### config.mk
export PLATFORM = sky130hd
export DESIGN_NAME = lsu_rmw
export DESIGN_NICKNAME = d
export VERILOG_FILES = /design/src/rtl/lsu_pkg.sv /design/src/rtl/lsu_align.sv /design/src/rtl/lsu_rmw.sv
export SDC_FILE = /design/constraint.sdc
export NUM_CORES = 1
export LEC_CHECK = 0
export ABC_AREA = 1
export CAP_MARGIN = 20
export CORE_ASPECT_RATIO = 0.6
export CORE_UTILIZATION = 50
export CTS_BUF_LIST = sky130_fd_sc_hd__clkbuf_4 sky130_fd_sc_hd__clkbuf_8
export CTS_CLUSTER_SIZE = 25
export DETAILED_ROUTE_END_ITERATION = 8
export PLACE_DENSITY = 0.78
export SLEW_MARGIN = 5
export SYNTH_ARGS = -nofsm -noshare
export SYNTH_HDL_FRONTEND = slang
export SYNTH_SLANG_ARGS = --single-unit
### constraint.sdc
create_clock -name clk -period 3.4 [get_ports clk]
set_clock_uncertainty 0.05 [all_clocks]
set_input_delay 0.51 -clock clk [delete_from_list [all_inputs] [get_ports clk]]
set_output_delay 0.51 -clock clk [all_outputs]
set_load 0.1 [all_outputs]
### src/rtl/lsu_pkg.sv
// Shared constants for the load/store unit: funct3 codes, FSM states, memory limit.
package lsu_pkg;

    localparam logic [2:0] F3_B  = 3'b000;
    localparam logic [2:0] F3_H  = 3'b001;
    localparam logic [2:0] F3_W  = 3'b010;
    localparam logic [2:0] F3_BU = 3'b100;
    localparam logic [2:0] F3_HU = 3'b101;

    localparam logic [15:0] MEM_TOP_DEFAULT = 16'h3000;

    typedef enum logic [2:0] {
        S_IDLE   = 3'd0,
        S_LOAD   = 3'd1,
        S_WRITE  = 3'd2,
        S_RMW_RD = 3'd3,
        S_RMW_WR = 3'd4,
        S_RESP   = 3'd5
    } lsu_state_t;

endpackage

### src/rtl/lsu_align.sv
// Lane extraction with sign/zero extension for loads, and lane merge for
// sub-word stores. Purely combinational.
module lsu_align
    import lsu_pkg::*;
(
    input  logic [2:0]  funct3,
    input  logic [1:0]  lane,
    input  logic [31:0] rdata,
    input  logic [31:0] wdata,
    output logic [31:0] load_data,
    output logic [31:0] merge_data
);

    logic [7:0]  byte_sel;
    logic [15:0] half_sel;

    always_comb begin
        byte_sel  = rdata[{lane, 3'b000} +: 8];
        half_sel  = lane[1] ? rdata[31:16] : rdata[15:0];
        load_data = '0;
        case (funct3)
            F3_B:    load_data = {{24{byte_sel[7]}}, byte_sel};
            F3_BU:   load_data = {24'h0, byte_sel};
            F3_H:    load_data = {{16{half_sel[15]}}, half_sel};
            F3_HU:   load_data = {16'h0, half_sel};
            F3_W:    load_data = rdata;
            default: load_data = '0;
        endcase
    end

    always_comb begin
        merge_data = rdata;
        case (funct3)
            F3_B:    merge_data[{lane, 3'b000} +: 8] = wdata[7:0];
            F3_H:    merge_data[{lane[1], 4'b0000} +: 16] = wdata[15:0];
            F3_W:    merge_data = wdata;
            default: merge_data = rdata;
        endcase
    end

endmodule

### src/rtl/lsu_rmw.sv
// RV32 load/store unit with read-modify-write for SB/SH over a word memory.
// Define LSU_MISALIGN_TRAP_EN to report misaligned half/word accesses as errors.
module lsu_rmw
    import lsu_pkg::*;
#(
    parameter int          ADDR_W  = 16,
    parameter logic [15:0] MEM_TOP = MEM_TOP_DEFAULT
) (
    input  logic              clk,
    input  logic              rstn,
    input  logic              req_valid,
    output logic              req_ready,
    input  logic [2:0]        req_funct3,
    input  logic              req_store,
    input  logic [31:0]       req_addr,
    input  logic [31:0]       req_wdata,
    output logic              resp_valid,
    input  logic              resp_ready,
    output logic [31:0]       resp_rdata,
    output logic              resp_err,
    output logic [ADDR_W-1:0] dm_addr,
    output logic [31:0]       dm_wdata,
    output logic              dm_we,
    input  logic [31:0]       dm_rdata,
    input  logic              dm_error
);

    lsu_state_t  state;
    logic [2:0]  f3_q;
    logic [1:0]  lane_q;
    logic [31:0] wdata_q;
    logic        f3_ok;
    logic        pre_err;
    logic [31:0] load_data;
    logic [31:0] merge_data;

    always_comb begin
        if (req_store)
            f3_ok = (req_funct3 == F3_B) || (req_funct3 == F3_H) ||
                    (req_funct3 == F3_W);
        else
            f3_ok = (req_funct3 == F3_B) || (req_funct3 == F3_H) ||
                    (req_funct3 == F3_W) || (req_funct3 == F3_BU) ||
                    (req_funct3 == F3_HU);
        pre_err = (|req_addr[31:16]) || (req_addr[15:0] >= MEM_TOP) || !f3_ok;
`ifdef LSU_MISALIGN_TRAP_EN
        if ((req_funct3 == F3_H || req_funct3 == F3_HU) && req_addr[0])
            pre_err = 1'b1;
        if (req_funct3 == F3_W && |req_addr[1:0])
            pre_err = 1'b1;
`endif
    end

    lsu_align u_align (
        .funct3     (f3_q),
        .lane       (lane_q),
        .rdata      (dm_rdata),
        .wdata      (wdata_q),
        .load_data  (load_data),
        .merge_data (merge_data)
    );

    always_ff @(posedge clk or negedge rstn) begin
        if (!rstn) begin
            state      <= S_IDLE;
            req_ready  <= 1'b1;
            resp_valid <= 1'b0;
            resp_rdata <= '0;
            resp_err   <= 1'b0;
            dm_we      <= 1'b0;
            dm_addr    <= '0;
            dm_wdata   <= '0;
            f3_q       <= '0;
            lane_q     <= '0;
            wdata_q    <= '0;
        end else begin
            dm_we <= 1'b0;
            unique case (state)
                S_IDLE: begin
                    if (req_valid) begin
                        f3_q       <= req_funct3;
                        lane_q     <= req_addr[1:0];
                        wdata_q    <= req_wdata;
                        req_ready  <= 1'b0;
                        resp_rdata <= '0;
                        resp_err   <= 1'b0;
                        if (pre_err) begin
                            // Error responses wait one cycle in RESP so
                            // latency matches a normal load.
                            resp_err <= 1'b1;
                            state    <= S_RESP;
                        end else begin
                            dm_addr <= {req_addr[ADDR_W-1:2], 2'b00};
                            if (!req_store) begin
                                state <= S_LOAD;
                            end else if (req_funct3 == F3_W) begin
                                dm_wdata <= req_wdata;
                                dm_we    <= 1'b1;
                                state    <= S_WRITE;
                            end else begin
                                state <= S_RMW_RD;
                            end
                        end
                    end
                end
                S_LOAD: begin
                    resp_rdata <= load_data;
                    resp_valid <= 1'b1;
                    state      <= S_RESP;
                end
                S_WRITE: begin
                    resp_err   <= dm_error;
                    resp_valid <= 1'b1;
                    state      <= S_RESP;
                end
                S_RMW_RD: begin
                    dm_wdata <= merge_data;
                    dm_we    <= 1'b1;
                    state    <= S_RMW_WR;
                end
                S_RMW_WR: begin
                    resp_err   <= dm_error;
                    resp_valid <= 1'b1;
                    state      <= S_RESP;
                end
                S_RESP: begin
                    if (!resp_valid) begin
                        resp_valid <= 1'b1;
                    end else if (resp_ready) begin
                        resp_valid <= 1'b0;
                        req_ready  <= 1'b1;
                        state      <= S_IDLE;
                    end
                end
                default: state <= S_IDLE;
            endcase
        end
    end

endmodule

==> reports/metrics.cfg, run 1 <==
[sta]
slew_headroom = 0.3113
fin_crit_sh = 0.7575
fmax_mhz = 388.3
fin_setup_tns_ns = 0
finalHoldWorstSlack_ns = 0.03963
slew_viol_final = 0
final_hold_viol_count = 0
worstMarginPinSlew_ns = 1.030
grt_setup_unrepaired = false
setup_viol = 0
fin_crit_ns = 2.576

[final_layout]
utilization = 0.6742
num-fill-cells = 1309
antennaDiodeCount = 0
drive_gt1_frac = 0.06464
design.final.nets = 1381
area_delta_synth_final_pct = 31.70

[clocking]
cts-root-buf = clkbuf_8
cts_sinks = 122
cts_buffers = 17
cts_resized = 0
postCtsSetupBuffers = 0
clockBufferDepth = 2
htreeDepth = 4
clk_pin_slew_worst_paths_ns = 0.08
hold_buffers = 0
tritoncts = yes
insertion_delay_ns = 0.45

[critical_path]
worstSetupPathType = reg -> out
crit_path_end_kind = output port
cpPeakStageDelay_ns = 1.16
r2r_start = lane_q[1]$_DFFE_PN0P_
cp-start-kind = register
path_max_fanout = 2
r2r_end = dm_wdata[8]$_DFFE_PN0P_
worstPathCellList = clkdlybuf4s50_1
reg2reg_slack_ns = 0.86
reg2regPathDepth = 10
cp.buffers_inverters = 1
critPathArrivalTime_ns = 2.02
cpMaxStageDelayCell = clkdlybuf4s50_1
cp_top_family = buffers and inverters
worstPathRequired_ns = 2.84

[global_route]
overflow = 0
top_usage_layer = met1
grt_pass1_vias = 7259
globalRouteMet3Util = 0.1366
grt_antenna_before_repair = 0
use_met2 = 0.4656
grt_max_degree = 69
track_usage = 0.3367
grt_pass1_wl_um = 38790
grt_use_met1 = 0.4704

[synth]
yosysWarnings = 0
synth_area_leader_cell = dfrtp_1
yosysSeqAreaShare = 0.4125
syn_inst = 1109
synth_top_area_frac = 0.4089
yosys.cell_types.count = 37
ys_seq_elements = 122
syn_avg_cell_area_sq_um = 6.677
ys_top_cells_by_area = dfrtp_1 (41%), nand2_1 (20%), nor2_1 (8.8%)
synth_area_sq_um = 7405

[die]
row_count = 34
ios = 189
floorplan.die.height_um = 96.27
core_area_sq_um = 14460
dieArea_sq_um = 15320
initial_core_util = 0.5119
die_x_um = 159.1

[drt]
first_pass_iters = 8
drt_iter0_drc = 972
drtAntennaViolNets = 0
drc = 2
wl_per_cell_um = 16.89
vias = 8061
via_per_inst = 5.439
wl_um = 25030

[pwr]
ir_drop_mv = 0.7337
powerDensity_nw_per_um2 = 869.1
power.leakage_nw = 4.653

[status]
status = finished with violations
violations = DRC

[placement]
portBuffers = 186
routabilityCongestion = 0.9900
dp_hpwl_um = 18230

[flow_run]
max_cap_violations = 0

[worst_hold_path]
hp-class = in -> async

[through the flow]
step / setup slack [ns] / std cells / instance area (sq um) / total power, mW
6_report: 0.8244 / 1482 / 9752 / 8.475
5_1_grt: 0.6988 / 1482 / 9752 / 8.932
4_1_cts: 0.8270 / 1482 / 9752 / 8.381
3_5_place_dp: 0.6994 / 1450 / 9305 / 6.883
3_3_place_gp: 0.7747 / 1450 / 9305 / 6.797
2_1_floorplan: 1.341 / 1110 / 7408 / 5.624
[power by group]
group | switching [mW] | internal [mW]
Combinational | 3.61 | 1.20
Sequential | 0.307 | 1.88
Clock | 0.653 | 0.832
Total | 4.57 | 3.91
[cells in the final DEF, fill, tap and decap left out, drive strengths merged]
cell type and instances:
nor3 10, o21ai 117, dfrtp 121, or2 2
o211ai 1, nor4 2, nand3 87, a21oi 16
clkbuf 19, inv 85, nand2 402, clkdlybuf4s50 181
clkinvlp 3, a22oi 1, ha 5, nor2 181
nand4 10, dfstp 1, bufinv 4, o221ai 7
clkinv 5, o21a 1, o22ai 2, conb 2
buf 19
[state kept, by name (all words and copies together), names as in the netlist]
signal,count
wdata_q,32
dm_addr,14
state,3
resp_err,1
dm_wdata,32
resp_valid,1
f3_q,3
req_ready,1
resp_rdata,32
lane_q,2
dm_we,1
[routing by layer]
metal / vias to the layer above / wire length [um]
met1: 3685 / 11130
met4: 0 / 481
met2: 499 / 10030
met5: - / 0
li1: 3832 / -
met3: 45 / 3387
[cells in the mapped netlist, drive strengths merged]
library cell and count:
o211ai 1, nor4 2, a22oi 1, a21oi 16
o22ai 2, nand3 87, o221ai 7, conb 1
o21ai 117, buf 40, dfstp 1, or2 2
clkbuf 18, o21a 1, nand2 402, nor2 181
clkinv 1, nor3 10, inv 83, dfrtp 121
ha 5, nand4 10
[kinds of logic (layout without fill, tap and decap cells)]
group,count (synthesis),in the layout,synth area share
AOI/OAI and AO/OA,145,145,0.1046
adders and majority gates,5,5,0.008449
buffers and inverters,142,316,0.08702
DFF,122,122,0.4125
other,1,2,0.0005064
and+or+nand+nor,694,694,0.3870
[worst max path at each step]
| stage | start | to | slack [ns] | depth (start not counted) |
|---|---|---|---|---|
| floorplan | lane_q[0]$_DFFE_PN0P_ | dm_wdata[0]$_DFFE_PN0P_ | 1.34 | 12 |
| global placement | req_addr[13] | dm_wdata[13]$_DFFE_PN0P_ | 0.77 | 10 |
| detailed placement | req_addr[13] | dm_wdata[23]$_DFFE_PN0P_ | 0.70 | 10 |
| CTS | resp_rdata[11]$_DFFE_PN0P_ | resp_rdata[11] | 0.83 | 1 |
| global route | lane_q[1]$_DFFE_PN0P_ | dm_wdata[22]$_DFFE_PN0P_ | 0.70 | 10 |
| finish | resp_rdata[11]$_DFFE_PN0P_ | resp_rdata[11] | 0.82 | 1 |
[final cells by class]
cell class	count	area [sq um]	area share
Clock inverter	13	191.4	0.01963
Clock buffer	19	255.2	0.02617
Sequential cell	122	3055	0.3133
Timing Repair Buffer	200	1967	0.2017
Inverter	84	315.3	0.03233
Tap cell	198	247.7	0.02540
Multi-Input combinational cell	846	3720	0.3814
Power figures use the tool's default switching activity.
==> inputs of run 2 (changes only) <==
==> constraint.sdc (replaced) <==
create_clock -name clk -period 2.7 [get_ports clk]
set_clock_uncertainty 0.05 [all_clocks]
set_input_delay 0.405 -clock clk [delete_from_list [all_inputs] [get_ports clk]]
set_output_delay 0.405 -clock clk [all_outputs]
set_load 0.1 [all_outputs]
==> run 2 against run 1 <==
- the flow now finishes without violations
- sequential power grew 27%
- sequential share of layout area grew 0.42 points
- hold slack gained 0.34 ns
- first-iteration DRC count grew 26%
- count of clock-buffer cells in the layout shrank 1
==> reports/metrics.cfg, run 2 (synthesis results as in run 1) <==
[global_route]
grt_pass1_wl_um = 39740
grt_antenna_before_repair = 0
overflow = 0
track_usage = 0.3411
grt_pass1_vias = 7289
grt_max_degree = 66

[drt]
wl_per_cell_um = 17.05
drt_iter0_drc = 1224
drtAntennaViolNets = 0
first_pass_iters = 7
wl_um = 25440
via_per_inst = 5.489
drc = 0
vias = 8190

[critical_path]
path_max_fanout = 17
cpPeakStageDelay_ns = 0.54
crit_path_end_kind = register
worstSetupPathType = reg -> reg
cp.depth = 9
worstPathCellList = inv_1, ha_1, nor2_1, nand4_1, nand3_1, nor2_1, nor2_1, nand2_1, nand2_1
cp.buffers_inverters = 1
reg2regPathDepth = 9
cp_top_family = simple AND/OR/NAND/NOR gates
cpMaxStageDelayCell = nor2_1
crit_start = lane_q[0]$_DFFE_PN0P_
r2r_start = lane_q[0]$_DFFE_PN0P_
critPathArrivalTime_ns = 2.76
worstPathRequired_ns = 3.05
cp_common_cell = nor2_1
cp-start-kind = register
reg2reg_slack_ns = 0.29

[final_layout]
final_common_cell = nand2_1
antennaDiodeCount = 0
reg_top3 = dm_wdata x32, resp_rdata x32, wdata_q x32
area_delta_synth_final_pct = 29.94
drive_gt1_frac = 0.1314
num-fill-cells = 1305
utilization = 0.6652
design.final.nets = 1391
final_cell_mix = nand2_1 (395), nor2_1 (174), dfrtp_1 (120)

[clocking]
cts_buffers = 17
insertion_delay_ns = 0.45
cts_sinks = 122
tritoncts = yes
htreeDepth = 4
clockBufferDepth = 2
cts_resized = 0
cts-root-buf = clkbuf_8
clk_pin_slew_worst_paths_ns = 0.08

[die]
initial_core_util = 0.5119
core_area_sq_um = 14460
die_x_um = 159.1
row_count = 34
ios = 189
floorplan.die.height_um = 96.27
dieArea_sq_um = 15320

[pwr]
pwr-share-comb = 0.572
pwr-share-seq = 0.264
p_int_mw = 4.697
pwr-share-clk = 0.165
switchingPower_mw = 5.794
powerDensity_nw_per_um2 = 1090
switching_share = 0.5523
power.leakage_nw = 4.810
ir_drop_mv = 0.9789

[placement]
dp_hpwl_um = 18950
portBuffers = 186
routabilityCongestion = 1.043

[sta]
grt_setup_unrepaired = false
fmax_mhz = 414.5
worstMarginPinSlew_ns = 0.6703
fin_crit_sh = 0.8935
final_hold_viol_count = 0
setup_viol = 0
slew_viol_final = 0
fin_crit_ns = 2.412
slew_headroom = 0.5515
fin_setup_tns_ns = 0

[flow_run]
max_cap_violations = 0

[status]
status = finished, final reports clean

[worst_hold_path]
hp-class = in -> async

-- run 2: cell types whose count changed in the layout (fill, tap and decap cells not counted), moves of 2 or more --
cell	delta
buf_4	+85
clkdlybuf4s50_1	-78
buf_12	+2
bufinv_16	-2
inv_6	+2
-- run 2: power by group through the flow --
stage	Combinational, mW	Sequential [mW]	Clock (mW)
4_1_cts	5.87	2.74	1.74
5_1_grt	6.45	2.82	1.81
3_3_place_gp	5.78	2.77	0
6_report	6.00	2.76	1.73
3_5_place_dp	5.85	2.77	0
2_1_floorplan	2.66	4.43	0
-- run 2: per-layer routing --
metal / global-route usage / routed length (um)
met5: 0 / 0
met4: 0.1002 / 446
met3: 0.08660 / 3218
met2: 0.4689 / 10020
met1: 0.5179 / 11750
-- run 2: repair_timing --
item | in CTS | in global routing
buffers inserted | 0 | 0
hold buffers | 1 | 0
endpoints found under the hold margin | 29 | 0
-- run 2: through the flow --
step | setup WS, ns | instance area [sq um] | power [mW] | hold WS, ns | std cells
final | 0.2875 | 9622 | 10.49 | 0.3805 | 1492
after global routing | 0.06717 | 9622 | 11.08 | 0.4126 | 1492
after CTS | 0.3828 | 9622 | 10.35 | 0.3837 | 1492
after detailed placement | 0.3083 | 9203 | 8.626 | 0.3284 | 1459
after global placement | 0.3371 | 9203 | 8.551 | 0.3226 | 1459
after floorplan | 0.6415 | 7408 | 7.083 | 0.05941 | 1110
-- run 2: worst register-to-register path: cells and delay by family, from the launching register on --
family	cells	cell delay [ns]
buffers and inverters	1	0.38
AND/OR/NAND/NOR	7	1.10
flip-flops	1	0.43
adder cells (fa/ha/maj)	1	0.38
-- run 2: final cells by class --
class | instances | area [sq um] | area share
multi-input cells | 846 | 3720 | 0.3866
flip-flops and latches | 122 | 3055 | 0.3176
repair buffers | 210 | 1874 | 0.1948
inverters | 84 | 315.3 | 0.03277
clock buffers | 18 | 247.7 | 0.02575
well taps | 198 | 247.7 | 0.02575
clock inverters | 14 | 161.4 | 0.01678
-- run 2: path summary, 6_finish.rpt --
check / to
min in group clk: dm_addr[9]$_DFFE_PN0P_
hold / removal: wdata_q[3]$_DFFE_PN0P_
max in group asynchronous: wdata_q[25]$_DFFE_PN0P_
setup reg to reg: dm_wdata[5]$_DFFE_PN0P_
setup / recovery: dm_wdata[5]$_DFFE_PN0P_
hold reg to reg: dm_addr[9]$_DFFE_PN0P_
==> inputs of run 3 (changes only) <==
--- a/config.mk
+++ b/config.mk
@@ -7,7 +7,7 @@
 export LEC_CHECK = 0
 export ABC_AREA = 1
 export CAP_MARGIN = 20
-export CORE_ASPECT_RATIO = 0.6
+export CORE_ASPECT_RATIO = 0.8
 export CORE_UTILIZATION = 50
 export CTS_BUF_LIST = sky130_fd_sc_hd__clkbuf_4 sky130_fd_sc_hd__clkbuf_8
 export CTS_CLUSTER_SIZE = 25
==> run 3 against run 2 <==
- hold slack improved by 0.046 ns
- first-iteration DRC count fell by 23%
- total power fell by 1.1%
- clock power fell by 3%
- sequential cell count did not move
- largest cell class unchanged
==> reports/metrics.cfg, run 3 (synthesis results as in run 1) <==
[status]
status = finished, final reports clean

[sta]
fmax_mhz = 448.8
fin_crit_ns = 2.228
grt_setup_unrepaired = false
final_hold_viol_count = 0
fin_setup_tns_ns = 0
fin_crit_sh = 0.8252
setup_viol = 0
worstMarginPinSlew_ns = 0.6691
slew_viol_final = 0
finalHoldWorstSlack_ns = 0.4269
slew_headroom = 0.5539
setup_slack_ns = 0.4720

[final_layout]
drive_gt1_frac = 0.1334
multi_input_area_sq_um = 3720
regArea_sq_um = 3055
num-fill-cells = 1315
utilization = 0.6709
antennaDiodeCount = 0
final_cell_mix = nand2_1 (395), nor2_1 (174), dfrtp_1 (120)
area_delta_synth_final_pct = 29.98
design.final.nets = 1394
final_common_cell = nand2_1
reg_top3 = dm_wdata x32, resp_rdata x32, wdata_q x32

[placement]
dpl_worst_slack_ns = 0.4104
portBuffers = 186
dp_hpwl_um = 17730
routabilityCongestion = 0.9256

[critical_path]
path_max_fanout = 10
cp.buffers_inverters = 2
worstPathRequired_ns = 3.05
worstSetupPathType = reg -> reg
cp_top_family = simple AND/OR/NAND/NOR gates
cpPeakStageDelay_ns = 0.46
critPathArrivalTime_ns = 2.58
worstPathCellList = inv_1, ha_1, nand3_1, nor2_2, buf_4, nand3_1, nand3_1, nor2_1, nor2_1, nand2_1, nand2_1
cpMaxStageDelayCell = ha_1
crit_path_end_kind = register
cp_common_cell = nand3_1
cp-start-kind = register

[die]
ios = 189
initial_core_util = 0.5161
row_count = 39
die_x_um = 138.1
floorplan.die.height_um = 110.8
core_area_sq_um = 14350
dieArea_sq_um = 15300

[global_route]
grt_max_degree = 77
track_usage = 0.3259
grt_pass1_wl_um = 39060
overflow = 0
grt_pass1_vias = 7342
grt_antenna_before_repair = 0

[drt]
wl_met3_um = 2302
top_layer_used = met4
met2WireLength_um = 10500
vias = 7980
drtAntennaViolNets = 0
wl_um = 24300
wl_met1_um = 10680
wl_per_cell_um = 16.40
via_per_inst = 5.388
drt_iter0_drc = 944
drc = 0
first_pass_iters = 6

[pwr]
pwr-share-clk = 0.161
switching_share = 0.5438
power.leakage_nw = 4.822
powerDensity_nw_per_um2 = 1078
ir_drop_mv = 1.018
pwr-share-seq = 0.263
pwr-share-comb = 0.576
p_int_mw = 4.735
switchingPower_mw = 5.644

[clocking]
clk_pin_slew_worst_paths_ns = 0.08
postCtsSetupBuffers = 0
cts-root-buf = clkbuf_8
cts_buffers = 17
htreeDepth = 4
cts_sinks = 122
clockBufferDepth = 2
insertion_delay_ns = 0.47
tritoncts = yes

[flow_run]
max_cap_violations = 0

[worst_hold_path]
hp-class = reg -> reg

## run 3: worst min-delay path, cell delays in order, from the launching register on
cell	delay, ns
dfrtp_1	0.34
nand2_1	0.05
nand2_1	0.05
## run 3: through the flow
stage / power [mW] / cells / cell area [sq um]
detailed placement: 8.622 / 1448 / 9220
global route: 10.97 / 1481 / 9624
floorplan: 7.083 / 1110 / 7408
CTS: 10.29 / 1481 / 9624
finish: 10.38 / 1481 / 9624
global placement: 8.554 / 1448 / 9220
## run 3: path summary, 6_finish.rpt
| kind | cells past startpoint | to | slack (ns) | from |
|---|---|---|---|---|
| setup / recovery | 11 | dm_wdata[20]$_DFFE_PN0P_ | 0.47 | lane_q[0]$_DFFE_PN0P_ |
| hold / removal | 2 | wdata_q[16]$_DFFE_PN0P_ | 0.43 | wdata_q[16]$_DFFE_PN0P_ |
| setup reg to reg | 11 | dm_wdata[20]$_DFFE_PN0P_ | 0.47 | lane_q[0]$_DFFE_PN0P_ |
| hold reg to reg | 2 | wdata_q[16]$_DFFE_PN0P_ | 0.43 | wdata_q[16]$_DFFE_PN0P_ |
| max in group asynchronous | 3 | lane_q[1]$_DFFE_PN0P_ | 1.41 | rstn |
| min in group asynchronous | 2 | dm_addr[9]$_DFFE_PN0P_ | 0.46 | rstn |
## run 3: final cells by class
class	instances	area share
clock buffers	18	0.02574
clock inverters	14	0.01521
inverters	84	0.03276
multi-input cells	846	0.3865
flip-flops and latches	122	0.3175
well taps	184	0.02392
repair buffers	213	0.1984
## run 3: layer usage
layer,global-route usage,up-vias
li1,-,3858
met1,0.4742,3683
met2,0.4660,383
met3,0.06523,56
met4,0.1465,0
met5,0,-
## run 3: power by group through the flow
| stage | sequential, mW | clock, mW | combinational, mW |
|---|---|---|---|
| 2_1_floorplan | 4.43 | 0 | 2.66 |
| 3_3_place_gp | 2.74 | 0 | 5.81 |
| 3_5_place_dp | 2.74 | 0 | 5.88 |
| 4_1_cts | 2.72 | 1.68 | 5.90 |
| 5_1_grt | 2.79 | 1.75 | 6.42 |
| 6_report | 2.73 | 1.67 | 5.98 |
## run 3: what timing repair did
item | CTS | global route
endpoints found under the hold margin | 48 | 0
hold buffers | 1 | 0
gates resized for setup | 0 | 0
